==> config.mk <==
export PLATFORM = sky130hd
export DESIGN_NAME = dlatch_reg_file_flat
export DESIGN_NICKNAME = d
export VERILOG_FILES = /design/src/rtl/dlatch_reg_file_if.sv /design/src/rtl/dlatch_reg_file.sv /design/src/flat_wrapper.sv
export SDC_FILE = /design/constraint.sdc
export NUM_CORES = 1
export LEC_CHECK = 0
export ABC_CLOCK_PERIOD_IN_PS = 2900
export BUFFER_PORTS_ARGS = -buffer_cell sky130_fd_sc_hd__buf_2
export CORE_UTILIZATION = 40
export CTS_BUF_LIST = sky130_fd_sc_hd__clkbuf_16
export CTS_CLUSTER_DIAMETER = 30
export CTS_CLUSTER_SIZE = 30
export DETAILED_ROUTE_END_ITERATION = 6
export PLACE_DENSITY_LB_ADDON = 0.25
export SLEW_MARGIN = 20
export SYNTH_ARGS = -nofsm -noshare
export SYNTH_HDL_FRONTEND = slang
export SYNTH_SLANG_ARGS = --single-unit
==> constraint.sdc <==
create_clock -name clk -period 2.9 [get_ports clk]
set_clock_uncertainty 0.1 [all_clocks]
set_input_delay 0.29 -clock clk [delete_from_list [all_inputs] [get_ports clk]]
set_output_delay 0.29 -clock clk [all_outputs]
set_load 0.01 [all_outputs]
==> src/rtl/dlatch_reg_file_if.sv <==
// Bus bundle for dlatch_reg_file: write port, clear request, two read ports and status.
// The master side drives requests; the slave side is the register file.
interface dlatch_reg_file_if #(
  parameter int WIDTH = 8,
  parameter int DEPTH = 8
);
  localparam int AW = $clog2(DEPTH);

  logic             E;
  logic [AW-1:0]    waddr;
  logic [WIDTH-1:0] D;
  logic             clr;
  logic [AW-1:0]    raddr_a;
  logic [WIDTH-1:0] Q_a;
  logic [WIDTH-1:0] notQ_a;
  logic [AW-1:0]    raddr_b;
  logic [WIDTH-1:0] Q_b;
  logic [WIDTH-1:0] notQ_b;
  logic [DEPTH-1:0] valid;
  logic             busy;
  logic             wr_drop;

  modport master (
    output E, waddr, D, clr, raddr_a, raddr_b,
    input  Q_a, notQ_a, Q_b, notQ_b, valid, busy, wr_drop
  );

  modport slave (
    input  E, waddr, D, clr, raddr_a, raddr_b,
    output Q_a, notQ_a, Q_b, notQ_b, valid, busy, wr_drop
  );
endinterface

==> src/rtl/dlatch_reg_file.sv <==
// Flop-based register file: one clocked write port, two combinational read ports
// with true/complement data, per-entry valid bits and a one-entry-per-cycle clear sweep.
module dlatch_reg_file #(
  parameter int WIDTH = 8,
  parameter int DEPTH = 8
) (
  input  logic               clk,
  input  logic               rst_n,
  dlatch_reg_file_if.slave   bus
);
  localparam int              AW       = $clog2(DEPTH);
  localparam logic [AW:0]     DEPTH_W  = (AW+1)'(DEPTH);
  localparam logic [AW-1:0]   LAST_PTR = AW'(DEPTH - 1);

  typedef enum logic [0:0] {
    ST_IDLE  = 1'b0,
    ST_CLEAR = 1'b1
  } state_t;

  state_t           state_r;
  state_t           state_s;
  logic [AW-1:0]    ptr_r;
  logic [AW-1:0]    ptr_s;
  logic             busy_r;
  logic             wr_drop_r;
  logic             wr_en_s;
  logic             drop_s;
  logic             in_range_s;
  logic [WIDTH-1:0] mem_r [DEPTH];
  logic [DEPTH-1:0] valid_r;
  logic [WIDTH-1:0] q_a_s;
  logic [WIDTH-1:0] q_b_s;

  // Non-power-of-two depths leave the top of the address space unbacked
  assign in_range_s = ({1'b0, bus.waddr} < DEPTH_W);

  // Next-state, sweep pointer and write accept/drop decisions
  always_comb begin
    state_s = state_r;
    ptr_s   = ptr_r;
    wr_en_s = 1'b0;
    drop_s  = 1'b0;
    case (state_r)
      ST_IDLE: begin
        if (bus.clr) begin
          state_s = ST_CLEAR;
          ptr_s   = '0;
          drop_s  = bus.E;
        end else if (bus.E) begin
          wr_en_s = in_range_s;
          drop_s  = ~in_range_s;
        end else begin
          wr_en_s = 1'b0;
        end
      end
      ST_CLEAR: begin
        drop_s = bus.E;
        if (ptr_r == LAST_PTR) begin
          state_s = ST_IDLE;
          ptr_s   = '0;
        end else begin
          ptr_s   = ptr_r + AW'(1);
        end
      end
      default: begin
        state_s = ST_IDLE;
        ptr_s   = '0;
      end
    endcase
  end

  // FSM state, sweep pointer and registered status flags
  always_ff @(posedge clk or negedge rst_n) begin
    if (!rst_n) begin
      state_r   <= ST_IDLE;
      ptr_r     <= '0;
      busy_r    <= 1'b0;
      wr_drop_r <= 1'b0;
    end else begin
      state_r   <= state_s;
      ptr_r     <= ptr_s;
      busy_r    <= (state_s == ST_CLEAR);
      wr_drop_r <= drop_s;
    end
  end

  // Storage array and valid bits: the sweep owns the array while clearing
  always_ff @(posedge clk or negedge rst_n) begin
    if (!rst_n) begin
      for (int i = 0; i < DEPTH; i++) begin
        mem_r[i] <= '0;
      end
      valid_r <= '0;
    end else if (state_r == ST_CLEAR) begin
      mem_r[ptr_r]   <= '0;
      valid_r[ptr_r] <= 1'b0;
    end else if (wr_en_s) begin
      mem_r[bus.waddr]   <= bus.D;
      valid_r[bus.waddr] <= 1'b1;
    end
  end

  // Read ports: invalid or unbacked addresses read as zero
  always_comb begin
    q_a_s = '0;
    q_b_s = '0;
    if ({1'b0, bus.raddr_a} < DEPTH_W) begin
      if (valid_r[bus.raddr_a]) begin
        q_a_s = mem_r[bus.raddr_a];
      end else begin
        q_a_s = '0;
      end
    end else begin
      q_a_s = '0;
    end
    if ({1'b0, bus.raddr_b} < DEPTH_W) begin
      if (valid_r[bus.raddr_b]) begin
        q_b_s = mem_r[bus.raddr_b];
      end else begin
        q_b_s = '0;
      end
    end else begin
      q_b_s = '0;
    end
  end

  assign bus.Q_a     = q_a_s;
  assign bus.notQ_a  = ~q_a_s;
  assign bus.Q_b     = q_b_s;
  assign bus.notQ_b  = ~q_b_s;
  assign bus.valid   = valid_r;
  assign bus.busy    = busy_r;
  assign bus.wr_drop = wr_drop_r;
endmodule

==> src/flat_wrapper.sv <==
// flat-port wrapper written by rule: the top's interface ports become plain ports
module dlatch_reg_file_flat 
#(
  parameter int WIDTH = 8,
  parameter int DEPTH = 8
)
  (clk, rst_n, bus_E, bus_waddr, bus_D, bus_clr, bus_raddr_a, bus_raddr_b, bus_Q_a, bus_notQ_a, bus_Q_b, bus_notQ_b, bus_valid, bus_busy, bus_wr_drop);
  dlatch_reg_file_if #(.WIDTH(WIDTH), .DEPTH(DEPTH)) bus_i ();
  input  logic clk;
  input  logic rst_n;
  input wire logic [$bits(bus_i.E)-1:0] bus_E;
  input wire logic [$bits(bus_i.waddr)-1:0] bus_waddr;
  input wire logic [$bits(bus_i.D)-1:0] bus_D;
  input wire logic [$bits(bus_i.clr)-1:0] bus_clr;
  input wire logic [$bits(bus_i.raddr_a)-1:0] bus_raddr_a;
  input wire logic [$bits(bus_i.raddr_b)-1:0] bus_raddr_b;
  output wire logic [$bits(bus_i.Q_a)-1:0] bus_Q_a;
  output wire logic [$bits(bus_i.notQ_a)-1:0] bus_notQ_a;
  output wire logic [$bits(bus_i.Q_b)-1:0] bus_Q_b;
  output wire logic [$bits(bus_i.notQ_b)-1:0] bus_notQ_b;
  output wire logic [$bits(bus_i.valid)-1:0] bus_valid;
  output wire logic [$bits(bus_i.busy)-1:0] bus_busy;
  output wire logic [$bits(bus_i.wr_drop)-1:0] bus_wr_drop;
  assign bus_i.E = bus_E;
  assign bus_i.waddr = bus_waddr;
  assign bus_i.D = bus_D;
  assign bus_i.clr = bus_clr;
  assign bus_i.raddr_a = bus_raddr_a;
  assign bus_i.raddr_b = bus_raddr_b;
  assign bus_Q_a = bus_i.Q_a;
  assign bus_notQ_a = bus_i.notQ_a;
  assign bus_Q_b = bus_i.Q_b;
  assign bus_notQ_b = bus_i.notQ_b;
  assign bus_valid = bus_i.valid;
  assign bus_busy = bus_i.busy;
  assign bus_wr_drop = bus_i.wr_drop;
  dlatch_reg_file #(.WIDTH(WIDTH), .DEPTH(DEPTH)) u_core (.clk(clk), .rst_n(rst_n), .bus(bus_i));
endmodule
# Word level (Yosys, flattened, before mapping)
# Index checks and enable logic that the tools add are counted.
dict set report totals {
  register_bits 77
  inputBits 21
}
dict set report op_classes {
  addsub 1
  n_lt_le_gt_ge 12
  eq_ne 2
  mux 36
  n_bitwise 12
  n_reduce_logical 5
}
# cell count
set ops {}
lappend ops {{two-way mux 64 bit} 2}
lappend ops {{two-way mux 8 bit} 10}
lappend ops {{bitwise AND 64 bit} 1}
lappend ops {{bitwise mux 64 bit} 1}
lappend ops {{inverter 64 bit} 1}
lappend ops {{binary-select mux 8 bit (select 3 bit)} 2}
lappend ops {{demux 8 bit (select 3 bit)} 2}
lappend ops {{inverter 8 bit} 3}
lappend ops {{>= comparator 4 bit, second input constant} 4}
lappend ops {{less-than comparator 3 x 4 -> 1 bit, second input constant} 4}
lappend ops {{inverter 3 -> 4 bit} 4}
lappend ops {{two-way mux 1 bit} 10}
lappend ops {{bitwise AND 8 bit} 1}
lappend ops {{less-than comparator 4 x 1 -> 1 bit, second input constant} 2}
lappend ops {{OR 8 bit} 1}
lappend ops {{binary-select mux 1 bit (select 3 bit)} 2}
lappend ops {{demux 1 bit (select 3 bit)} 2}
lappend ops {{>= comparator 3 x 1 -> 1 bit, second input constant} 2}
lappend ops {{two-way mux 3 bit} 2}
lappend ops {{case mux 3 bit (2 select lines)} 1}
lappend ops {{logical AND 1 bit} 4}
lappend ops {{case mux 1 bit (2 select lines)} 2}
lappend ops {{adder 3 x 1 -> 3 bit, second input constant} 1}
lappend ops {{equality test 3 bit, second input constant} 1}
lappend ops {{3 further kinds} 3}

# Longest topological paths before layout
# Gate-level depths: netlist of run 1.
dict set report logic_depth {
  depth_word 8
  depth_mapped 5
  depth_no_buf 3
}

# Least setup slack after synthesis of run 1
# Ideal clock, no wire load.
dict set report synth_timing {
  path_kind {input -> output}
  start {in bus_raddr_a[0]}
  end {out bus_Q_a[0]}
  t_arrival_ps 1533
  t_required_ps 2510
  path_slack_ps 977
  stages 5
  path_buffers 2
  cell_sequence {buf_6 -> buf_12 -> mux4_1 -> mux2_2 -> and2_1}
}
dict set report synth_between {
  elab_chain_len 5
  word_cells_on_any_way 7
  cone_classes {mux (6); bitwise (1)}
}
# element line_no
set synth_rtl {}
lappend synth_rtl {{from (decl)} flat_wrapper.sv:15} ;# input wire logic [$bits(bus_i.raddr_a)-1:0] bus_raddr_a;
lappend synth_rtl {{inverter 3 -> 4 bit (implied by the code)} dlatch_reg_file.sv:109} ;# q_a_s = mem_r[bus.raddr_a];
lappend synth_rtl {{binary-select mux 8 bit (select 3 bit)} dlatch_reg_file.sv:109}
lappend synth_rtl {{two-way mux 8 bit (implied by the code) (2 in series)} dlatch_reg_file.sv:109}
lappend synth_rtl {{two-way mux 8 bit (*)} dlatch_reg_file.sv:108} ;# if (valid_r[bus.raddr_a]) begin
lappend synth_rtl {{to (decl)} flat_wrapper.sv:17} ;# output wire logic [$bits(bus_i.Q_a)-1:0] bus_Q_a;
# Every way passes the cells marked *; elsewhere a longest branch is shown, timed or not. The select of a mux whose other input is x is not followed.

# Worst setup path in the final report of run 1
dict set report layout_timing {
  start {in bus_raddr_b[0]}
  end {out bus_Q_b[5]}
}
dict set report layout_between {
  elab_chain_len 5
  word_cells_on_any_way 7
  cone_classes {mux (6); bitwise (1)}
}
# element line_no
set layout_rtl {}
lappend layout_rtl {{from (decl)} flat_wrapper.sv:16} ;# input wire logic [$bits(bus_i.raddr_b)-1:0] bus_raddr_b;
lappend layout_rtl {{inverter 3 -> 4 bit (implied by the code)} dlatch_reg_file.sv:118} ;# q_b_s = mem_r[bus.raddr_b];
lappend layout_rtl {{binary-select mux 8 bit (select 3 bit)} dlatch_reg_file.sv:118}
lappend layout_rtl {{two-way mux 8 bit (implied by the code) (2 in series)} dlatch_reg_file.sv:118}
lappend layout_rtl {{two-way mux 8 bit (*)} dlatch_reg_file.sv:117} ;# if (valid_r[bus.raddr_b]) begin
lappend layout_rtl {{to (decl)} flat_wrapper.sv:19} ;# output wire logic [$bits(bus_i.Q_b)-1:0] bus_Q_b;
# Marks and branches as above.

==> metrics, run 1 <==
number of iterations in the first detailed-routing pass 4; Post-route DRC 0; time the final worst path needs with I/O delays and setup 2.40 ns; Initial Utilization 41.6%; CTS tree yes; later-pin clock latency in the skew report 0.34 ns; part of the total power dissipated in sequential elements 42.5%; syn_nets 390; PwrDens 762 nW/um2; share of the synthesized netlist area taken by xor and xnor gates 0%; post-detailed-placement half-perimeter wirelength 8390 um; number of max-cap violations 0; Mean Syn Cell Area 12.5 um2; proportion of synthesized area in mux cells 38.5%; combinational family with the most area after synthesis multiplexers; Total Neg Setup Slack 0 ns; Setup Fix Bufs, Post-CTS 0; slew of the pin with the lowest slew margin 0.744 ns; proportion of layout cells with a drive suffix above 1 28.4%; switching power 1390 uW; Worst-path clk slew 0.05 ns; most used cells in the layout excluding fill and tap cells sky130_fd_sc_hd__nand2_1, sky130_fd_sc_hd__dfrtp_1, sky130_fd_sc_hd__mux2i_1, sky130_fd_sc_hd__buf_2, sky130_fd_sc_hd__mux4_1; commonest non-fill, non-tap cell in the layout sky130_fd_sc_hd__nand2_1; worst path buffer plus inverter count 3; maximum number of pins on one net before global-route repair 78; Die H 109 um; arrival time of the worst setup path between 2 and 2.5 ns; class of the most critical setup path input port to output pin; Max stage delay on crit path 0.56 ns; number of vias in the routed layout 3249; Fill cells roughly 1000; # IOs between 60 and 70; endpoint required time on the critical path between 2 and 3 ns; cell with the most instances on the worst path sky130_fd_sc_hd__buf_2; final hold violations 0; final-report max-slew violation count 0; # rows 38; upper clock frequency limit 0.417 GHz; run status completed; CP Launch Type input port; Total Wirelength 12400 um; DRC violation total after the first TritonRoute iteration about 160; relative contribution of the clock network to total power 27.2%; area fraction in and, or, nand and nor cells after synthesis 13.5%; setup repair after global routing missed its margin no; critical path's top delay family multiplexers; number of antenna violations at the first check in global routing 0; final critical-path share of the clock period roughly 83%; part of the Yosys area used for sequential elements 42.1%; part of the power in combinational logic between 30 and 40%; setup violation total in the final timing report 0; global-route wire length before repair 19100 um; type of destination of the critical path output pin; average wire per cell in the routed design roughly 22 um; synthesized instance count 367; net count reported at finish approximately 450; number of synthesis warnings 0; count of instances resized after the clock tree is built 0; Slowest cell on crit path sky130_fd_sc_hd__mux4_1; vias per cell 5.70; area fraction in compound gates after synthesis 0.821%; standard cell core area about 11000 um2; Clock H-tree levels 3; distinct cell type count after synthesis 28; area of all sequential standard cells 1930 um2; critical-path cell list buf_2 > buf_4 > mux4_1 > mux2_2 > and2_4 > buf_2; internal power about 2600 uW; maximum net fanout on the critical path 11; Layout Area Growth over Synthesis 15.1%; Hold Path Class input port to flop; number of clock sinks 77; total routing resource utilization after global routing between 20% and 30%; final antenna diode count 0; number of I/O port buffers 62; max-slew headroom at the worst pin about half; total grt overflow 0; die span in x 109 um; number of cells after detailed placement 553; Final GP Congestion 0.795; post-synth design cell area 4570 um2; remaining antenna violation count 0; Root Driver sky130_fd_sc_hd__clkbuf_16; area of the multi-input gates about 2400 um2; final instance count without filler cells 570; die footprint 11900 um2; adder-cell area share of the yosys netlist 0.547%; TritonCTS Buffers 9; maximum buffer depth of the clock tree 2; switching share of power 34.7%; vias in the first global route 3265; FF+latch count, synth 77; maximum resistive drop on vdd 0.518 mV; LEAKAGE 0.00283 uW
metal layers:
metal | global-route usage, % | vias up | share of wire, %
met3 | 5.26 | 23 | 5.0
met5 | 0 | - | 0
met1 | 31.8 | 1674 | 46
li1 | - | 1449 | -
met4 | 9.36 | 0 | 2.6
met2 | 34.6 | 103 | 46
path summary, 6_finish.rpt:
kind / startpoint / to / slack (ns) / cells after the start
setup / recovery: bus_raddr_b[0] / bus_Q_b[5] / 0.50 / 6
hold / removal: bus_E / u_core.bus.wr_drop / 0.11 / 2
setup reg to reg: u_core.state_r / u_core.mem_r[55] / 0.70 / 3
hold reg to reg: u_core.bus.valid[7] / u_core.bus.valid[7] / 0.42 / 1
max in group asynchronous: rst_n / u_core.mem_r[58] / 1.74 / 3
min in group asynchronous: rst_n / u_core.mem_r[25] / 0.35 / 2
area by class of cell:
type / instances / area share (%)
inverters: 8 / 0.570
clock inverters: 6 / 1.05
well taps: 140 / 3.33
multi-input cells: 257 / 46.4
clock buffers: 9 / 4.28
repair buffers: 73 / 7.79
flip-flops and latches: 77 / 36.6
synth_stat cells, drive strengths merged:
cell type / number / area (um2)
nand2: 98 / 368
dfrtp: 77 / 1930
mux2i: 64 / 641
mux4: 36 / 901
mux2: 19 / 221
and2: 16 / 110
clkbuf: 14 / 52.6
buf: 11 / 121
inv: 8 / 30.0
nand4b: 3 / 26.3
nand4bb: 3 / 33.8
nor2b: 3 / 18.8
a21o: 2 / 15.0
a22o: 2 / 17.5
and3: 2 / 12.5
ha: 2 / 25.0
nor2: 2 / 7.51
a21oi: 1 / 5.00
nand4: 1 / 6.26
nor4b: 1 / 15.0
nor4bb: 1 / 10.0
or4b: 1 / 10.0
state kept, by name (all words and copies together), names as in the netlist:
| register | count |
|---|---|
| u_core.bus.valid | 8 |
| u_core.bus.wr_drop | 1 |
| u_core.mem_r | 64 |
| u_core.ptr_r | 3 |
| u_core.state_r | 1 |
logic make-up (layout without fill, tap and decap cells):
| group | count (synthesis) | in the layout |
|---|---|---|
| AND/OR/NAND/NOR | 131 | 131 |
| multiplexers | 119 | 119 |
| flip-flops | 77 | 77 |
| buffers and inverters | 33 | 96 |
| AO/OA/AOI/OAI | 5 | 5 |
| adder cells (fa/ha/maj) | 2 | 2 |
timing repair:
action,CTS,global route
hold buffers,0,1
endpoints found under the setup margin,0,0
endpoints found under the hold margin,0,37
power groups by stage:
stage | logic (uW) | clock network, uW | registers, uW
after floorplan | 927 | 0 | 1590
after global placement | 1180 | 0 | 1700
after detailed placement | 1210 | 0 | 1720
after CTS | 1220 | 1110 | 1700
after global routing | 1330 | 1150 | 1750
final | 1220 | 1090 | 1710
through the flow:
step | util (%) | cell area, um2 | hold slack [ns] | total power [uW] | setup WS, ns
final | 47.9 | 5270 | 0.106 | 4010 | 0.504
after global routing | 47.9 | 5270 | 0.115 | 4240 | 0.451
after CTS | 47.7 | 5240 | 0.0467 | 4040 | 0.498
after detailed placement | 45.1 | 4960 | 0.405 | 2930 | 0.501
after global placement | 45.1 | 4960 | 0.404 | 2880 | 0.529
after floorplan | - | 4570 | -0.106 | 2520 | 0.977
No activity file was read; power rests on OpenSTA's default activity.
==> run 2, diff against run 1 <==
Settings changed: ABC_CLOCK_PERIOD_IN_PS 2900 to 2100.
Clock period 2.9 ns to 2.1 ns, I/O delays scaled along.
==> metrics, run 2 (same netlist as run 1, synthesis figures left out) <==
reg2reg path depth 4 (was 3); final critical-path share of the clock period 107%; total routing resource utilization after global routing 24.0% (was 22.9%); time the final worst path needs with I/O delays and setup 2.25 ns; Initial Utilization 41.6% (unchanged); type of destination of the critical path output pin (unchanged); worst reg2reg path startpoint u_core.state_r (unchanged); slew of the pin with the lowest slew margin 0.576 ns (was 0.744 ns); Max stage delay on crit path 0.53 ns (was 0.56 ns); final-report max-slew violation count 0 (unchanged); Hold Path Sink u_core.bus.wr_drop (unchanged); setup violation total in the final timing report 32 (was 0); critical path's top delay family multiplexers (unchanged); max-slew headroom at the worst pin 61.1% (was 50.1%); final hold violations 0 (unchanged); WP depth 4 (was 6); LEAKAGE 0.00301 uW (was 0.00283 uW); maximum net fanout on the critical path 8 (was 11); Die H 109 um (unchanged); final antenna diode count 0 (unchanged); number of flip-flops in the largest register 64 (unchanged); worst hold path startpoint bus_E (unchanged); Clock H-tree levels 3 (unchanged); run status finished with violations (was completed); Total Wirelength 13200 um (was 12400 um); overall power after layout 5960 uW (was 4010 uW); standard cell core area 11000 um2 (unchanged); number of antenna violations at the first check in global routing 0 (unchanged); register with the most flip-flops u_core.mem_r (unchanged); average wire per cell in the routed design 22.2 um (was 21.8 um); Layout Area Growth over Synthesis 24.6% (was 15.1%); post-detailed-placement half-perimeter wirelength 8530 um (was 8390 um); final setup margin -0.148 ns (was 0.504 ns); upper clock frequency limit 0.445 GHz; proportion of layout cells with a drive suffix above 1 37.1% (was 28.4%); Final GP Congestion 0.775 (was 0.795); violated checks setup timing; arrival time of the worst setup path 1.94 ns (was 2.01 ns); worst setup slack for register-to-register paths 0.10 ns (was 0.70 ns); final instance count without filler cells 595 (was 570); die footprint 11900 um2 (unchanged); vias per cell 5.65 (was 5.70); # rows 38 (unchanged); # IOs 63 (unchanged); die span in x 109 um (unchanged); PwrDens 1040 nW/um2 (was 762 nW/um2); worst path buffer plus inverter count 1 (was 3); Fill cells 957 (was 1007); CTS tree yes (unchanged); number of max-cap violations 0 (unchanged); Slowest cell on crit path sky130_fd_sc_hd__mux4_2 (was sky130_fd_sc_hd__mux4_1); critical-path cell list mux4_2 > mux2_4 > and2_1 > buf_2 (was buf_2 > buf_4 > mux4_1 > mux2_2 > and2_4 > buf_2); utilization after layout 51.9% (was 47.9%); Hold Path Class input port to flop (unchanged); setup repair after global routing missed its margin yes (was no); Root Driver sky130_fd_sc_hd__clkbuf_16 (unchanged); commonest non-fill, non-tap cell in the layout sky130_fd_sc_hd__nand2_1 (unchanged); DRC violation total after the first TritonRoute iteration 174 (was 162); Post-route DRC 0 (unchanged); most used cells in the layout excluding fill and tap cells sky130_fd_sc_hd__nand2_1, sky130_fd_sc_hd__dfrtp_1, sky130_fd_sc_hd__mux2i_1, sky130_fd_sc_hd__buf_2, sky130_fd_sc_hd__buf_4 (was sky130_fd_sc_hd__nand2_1, sky130_fd_sc_hd__dfrtp_1, sky130_fd_sc_hd__mux2i_1, sky130_fd_sc_hd__buf_2, sky130_fd_sc_hd__mux4_1); number of iterations in the first detailed-routing pass 4 (unchanged); number of I/O port buffers 62 (unchanged); total grt overflow 0 (unchanged); TritonCTS Buffers 9 (unchanged); class of the most critical setup path flop to output pin (was input port to output pin); maximum resistive drop on vdd 0.648 mV (was 0.518 mV); global-route wire length before repair 20400 um (was 19100 um); maximum number of pins on one net before global-route repair 36 (was 78); maximum buffer depth of the clock tree 2 (unchanged); remaining antenna violation count 0 (unchanged); Worst-path clk slew 0.06 ns (was 0.05 ns); number of vias in the routed layout 3360 (was 3249); net count reported at finish 473 (was 449); number of stages on the worst hold path 2 (unchanged); reg2reg end u_core.mem_r[1] (was u_core.mem_r[55]); endpoint required time on the critical path 1.79 ns (was 2.51 ns); number of cells after detailed placement 570 (was 553); later-pin clock latency in the skew report 0.33 ns (was 0.34 ns); Total Neg Setup Slack -3.43 ns (was 0 ns); worst slack, placed 0.0624 ns (was 0.501 ns); CP Launch Type flop (was input port); number of clock sinks 77 (unchanged); vias in the first global route 3424 (was 3265)
-- run 2: cell type report --
| type | count | area, um2 | share of cell area (%) |
|---|---|---|---|
| Clock buffer | 9 | 225 | 3.95 |
| Clock inverter | 7 | 73.8 | 1.29 |
| Inverter | 8 | 30.0 | 0.527 |
| Multi-Input combinational cell | 259 | 2500 | 43.9 |
| Sequential cell | 77 | 1930 | 33.8 |
| Tap cell | 140 | 175 | 3.07 |
| Timing Repair Buffer | 95 | 769 | 13.5 |
-- run 2: worst register-to-register path, stage by stage, from the launching register on --
cell                       delay [ns]
sky130_fd_sc_hd__dfrtp_1         0.56
sky130_fd_sc_hd__nor4bb_1        0.61
sky130_fd_sc_hd__and3_1          0.29
sky130_fd_sc_hd__buf_12          0.17
sky130_fd_sc_hd__mux2i_1         0.20
-- run 2: what timing repair did --
action                     4_1_cts  5_1_grt
hold buffers                     1        0
hold endpoints to repair        52        0
gates cloned                     2        0
buffers inserted                 6        0
pin swaps                        0        2
setup endpoints to repair       32       32
gates resized for setup         22       22
-- run 2: routing by layer --
layer	vias to the layer above	GRT usage, %	share of wire (%)
met5	-	0	0
met4	0	6.08	1.4
met3	15	3.65	7.5
met2	151	39.8	49
met1	1694	33.0	42
li1	1500	-	-
-- run 2: worst max-delay path by stage --
stage / start / slack, ns / end
CTS: u_core.bus.valid[1] / -0.15 / bus_Q_a[2]
detailed placement: bus_raddr_a[0] / 0.06 / bus_Q_a[3]
global route: u_core.bus.valid[7] / -0.18 / bus_Q_b[7]
floorplan: u_core.bus.valid[1] / 0.31 / bus_Q_a[5]
global placement: bus_raddr_a[0] / 0.09 / bus_Q_a[3]
finish: u_core.bus.valid[1] / -0.15 / bus_Q_b[3]
-- run 2: power breakdown --
part	switching (uW)	internal, uW	total, uW
logic	1050	1000	2050
registers	422	1920	2340
clock network	643	925	1570
-- run 2: metrics by stage --
step           hold slack (ns)  cell area [um2]
3_5_place_dp           0.00685             5160
2_1_floorplan           -0.186             4570
5_1_grt                 0.0480             5700
4_1_cts                 0.0228             5600
3_3_place_gp           0.00656             5160
6_report                0.0273             5700
==> run 3, diff against run 2 <==
Settings changed: ABC_CLOCK_PERIOD_IN_PS 2100 to 2800, CTS_BUF_LIST sky130_fd_sc_hd__clkbuf_16 to sky130_fd_sc_hd__clkbuf_8.
Clock period 2.1 ns to 2.8 ns, I/O delays scaled along.
==> metrics, run 3 (same netlist as run 1, synthesis figures left out) <==
Total Wirelength 12100 um (was 13200 um); number of iterations in the first detailed-routing pass 4 (unchanged); die span in x 109 um (unchanged); max-slew headroom at the worst pin 47.0% (was 61.1%); setup repair after global routing missed its margin no (was yes); source of the critical timing path u_core.bus.valid[3] (was u_core.bus.valid[1]); end point of the critical path bus_Q_b[7] (was bus_Q_b[3]); number of clock sinks 77 (unchanged); Fill cells 991 (was 957); final critical-path share of the clock period 85.0%; maximum buffer depth of the clock tree 2 (unchanged); Clock H-tree levels 3 (unchanged); standard cell core area 11000 um2 (unchanged); final hold violations 0 (unchanged); net count reported at finish 448 (was 473); worst reg2reg path startpoint u_core.state_r (unchanged); reg2reg end u_core.mem_r[29] (was u_core.mem_r[1]); final-report max-slew violation count 0 (unchanged); number of vias in the routed layout 3210 (was 3360); upper clock frequency limit 0.420 GHz; vias in the first global route 3269 (was 3424); time the final worst path needs with I/O delays and setup about 2.4 ns; # rows 38 (unchanged); CTS tree yes (unchanged); maximum resistive drop on vdd 0.394 mV (was 0.648 mV); TritonCTS Buffers 9 (unchanged); Root Driver sky130_fd_sc_hd__clkbuf_8 (was sky130_fd_sc_hd__clkbuf_16); uppermost layer routed met4 (unchanged); hold buffer count at cts 0 (was 1); remaining antenna violation count 0 (unchanged); DRC violation total after the first TritonRoute iteration 128 (was 174); arrival time of the worst setup path 2.00 ns (was 1.94 ns); number of max-cap violations 0 (unchanged); register with the most flip-flops u_core.mem_r (unchanged); Final GP Congestion 0.802 (was 0.775); number of flip-flops in the largest register 64 (unchanged); LEAKAGE 0.00281 uW (was 0.00301 uW); number of antenna violations at the first check in global routing 0 (unchanged); global-route wire length before repair 18800 um (was 20400 um); slew of the pin with the lowest slew margin 0.791 ns (was 0.576 ns); Total Neg Setup Slack 0 ns (was -3.43 ns); total grt overflow 0 (unchanged); class of the most critical setup path flop to output pin (unchanged); Post-route DRC 0 (unchanged); average wire per cell in the routed design 21.3 um (was 22.2 um); Initial Utilization 41.6% (unchanged); maximum number of pins on one net before global-route repair 78 (was 36); endpoint required time on the critical path 2.42 ns (was 1.79 ns); Setup Fix Bufs, Post-CTS 0 (was 6); run status completed (was finished with violations); type of destination of the critical path output pin (unchanged); worst setup slack for register-to-register paths 0.69 ns (was 0.10 ns); vias per cell 5.63 (was 5.65); area of all sequential standard cells 1930 um2 (unchanged); commonest non-fill, non-tap cell in the layout sky130_fd_sc_hd__nand2_1 (unchanged); overall power after layout 3910 uW (was 5960 uW); Routed met2 length 5630 um (was 6530 um); reg2reg path depth 3 (was 4); final antenna diode count 0 (unchanged); PwrDens 750 nW/um2 (was 1040 nW/um2); post-detailed-placement half-perimeter wirelength 7980 um (was 8530 um); CP Launch Type flop (unchanged); proportion of layout cells with a drive suffix above 1 28.6% (was 37.1%); Worst-path clk slew 0.08 ns (was 0.06 ns); most used cells in the layout excluding fill and tap cells sky130_fd_sc_hd__nand2_1, sky130_fd_sc_hd__dfrtp_1, sky130_fd_sc_hd__mux2i_1, sky130_fd_sc_hd__buf_2, sky130_fd_sc_hd__mux4_1 (was sky130_fd_sc_hd__nand2_1, sky130_fd_sc_hd__dfrtp_1, sky130_fd_sc_hd__mux2i_1, sky130_fd_sc_hd__buf_2, sky130_fd_sc_hd__buf_4); Layout Area Growth over Synthesis 13.8% (was 24.6%); total routing resource utilization after global routing 22.0% (was 24.0%); Hold Path Class input port to flop (unchanged); setup violation total in the final timing report 0 (was 32); met1 routed wirelength after detailed routing 5700 um (was 5510 um); # IOs 63 (unchanged); count of instances resized after the clock tree is built 0 (was 22); Die H 109 um (unchanged); area of the multi-input gates 2440 um2 (was 2500 um2); maximum net fanout on the critical path 16 (was 8); total met3 wirelength after detailed routing 521 um (was 992 um); die footprint 11900 um2 (unchanged); later-pin clock latency in the skew report 0.35 ns (was 0.33 ns); number of I/O port buffers 62 (unchanged)
run 3: cell types whose count changed in the layout (fill, tap and decap cells not counted), sizes merged:
| cell | delta |
|---|---|
| buf | -23 |
| clkbuf | +3 |
| clkinv | +1 |
| mux2 | -2 |
| clkinvlp | -2 |
| inv | -2 |
run 3: final cells by class:
cell class / instances / share of cell area [%]
Multi-Input combinational cell: 257 / 46.9
Sequential cell: 77 / 37.0
Tap cell: 140 / 3.36
Clock buffer: 12 / 3.17
Inverter: 8 / 0.577
Timing Repair Buffer: 72 / 8.05
Clock inverter: 4 / 0.889
run 3: worst max-delay path, stage by stage (launching register included):
cell                      delay (ns)
sky130_fd_sc_hd__dfrtp_1        0.44
sky130_fd_sc_hd__mux4_1         0.54
sky130_fd_sc_hd__mux2_4         0.37
sky130_fd_sc_hd__and2_1         0.17
sky130_fd_sc_hd__buf_2          0.13
run 3: metal layers:
metal / track usage, % / vias up
met5: 0 / -
met4: 7.14 / 0
met3: 4.54 / 21
met2: 35.1 / 89
met1: 30.0 / 1656
li1: - / 1444
run 3: power by group:
part	leakage, uW	switching, uW	internal [uW]
logic	0.00165	659	600
registers	0.00105	321	1440
clock network	0.000110	409	481
run 3: worst min-delay path by stage:
stage,start,endpoint,slack (ns),cells after the start
2_1_floorplan,rst_n,u_core.bus.valid[0],-0.12,0
3_3_place_gp,rst_n,u_core.mem_r[25],0.41,1
3_5_place_dp,rst_n,u_core.mem_r[25],0.40,1
4_1_cts,rst_n,u_core.mem_r[25],0.02,1
5_1_grt,bus_E,u_core.bus.wr_drop,0.07,2
6_report,bus_E,u_core.bus.wr_drop,0.08,2
run 3: stage by stage:
step           cell area [um2]  hold WS, ns  util (%)  setup WS [ns]  instances
2_1_floorplan             4570       -0.116         -          0.897        367
3_3_place_gp              4980        0.405      45.4          0.467        553
3_5_place_dp              4980        0.403      45.4          0.441        553
4_1_cts                   5190       0.0216      47.3          0.417        569
5_1_grt                   5210       0.0701      47.4          0.357        570
6_report                  5210       0.0764      47.4          0.421        570
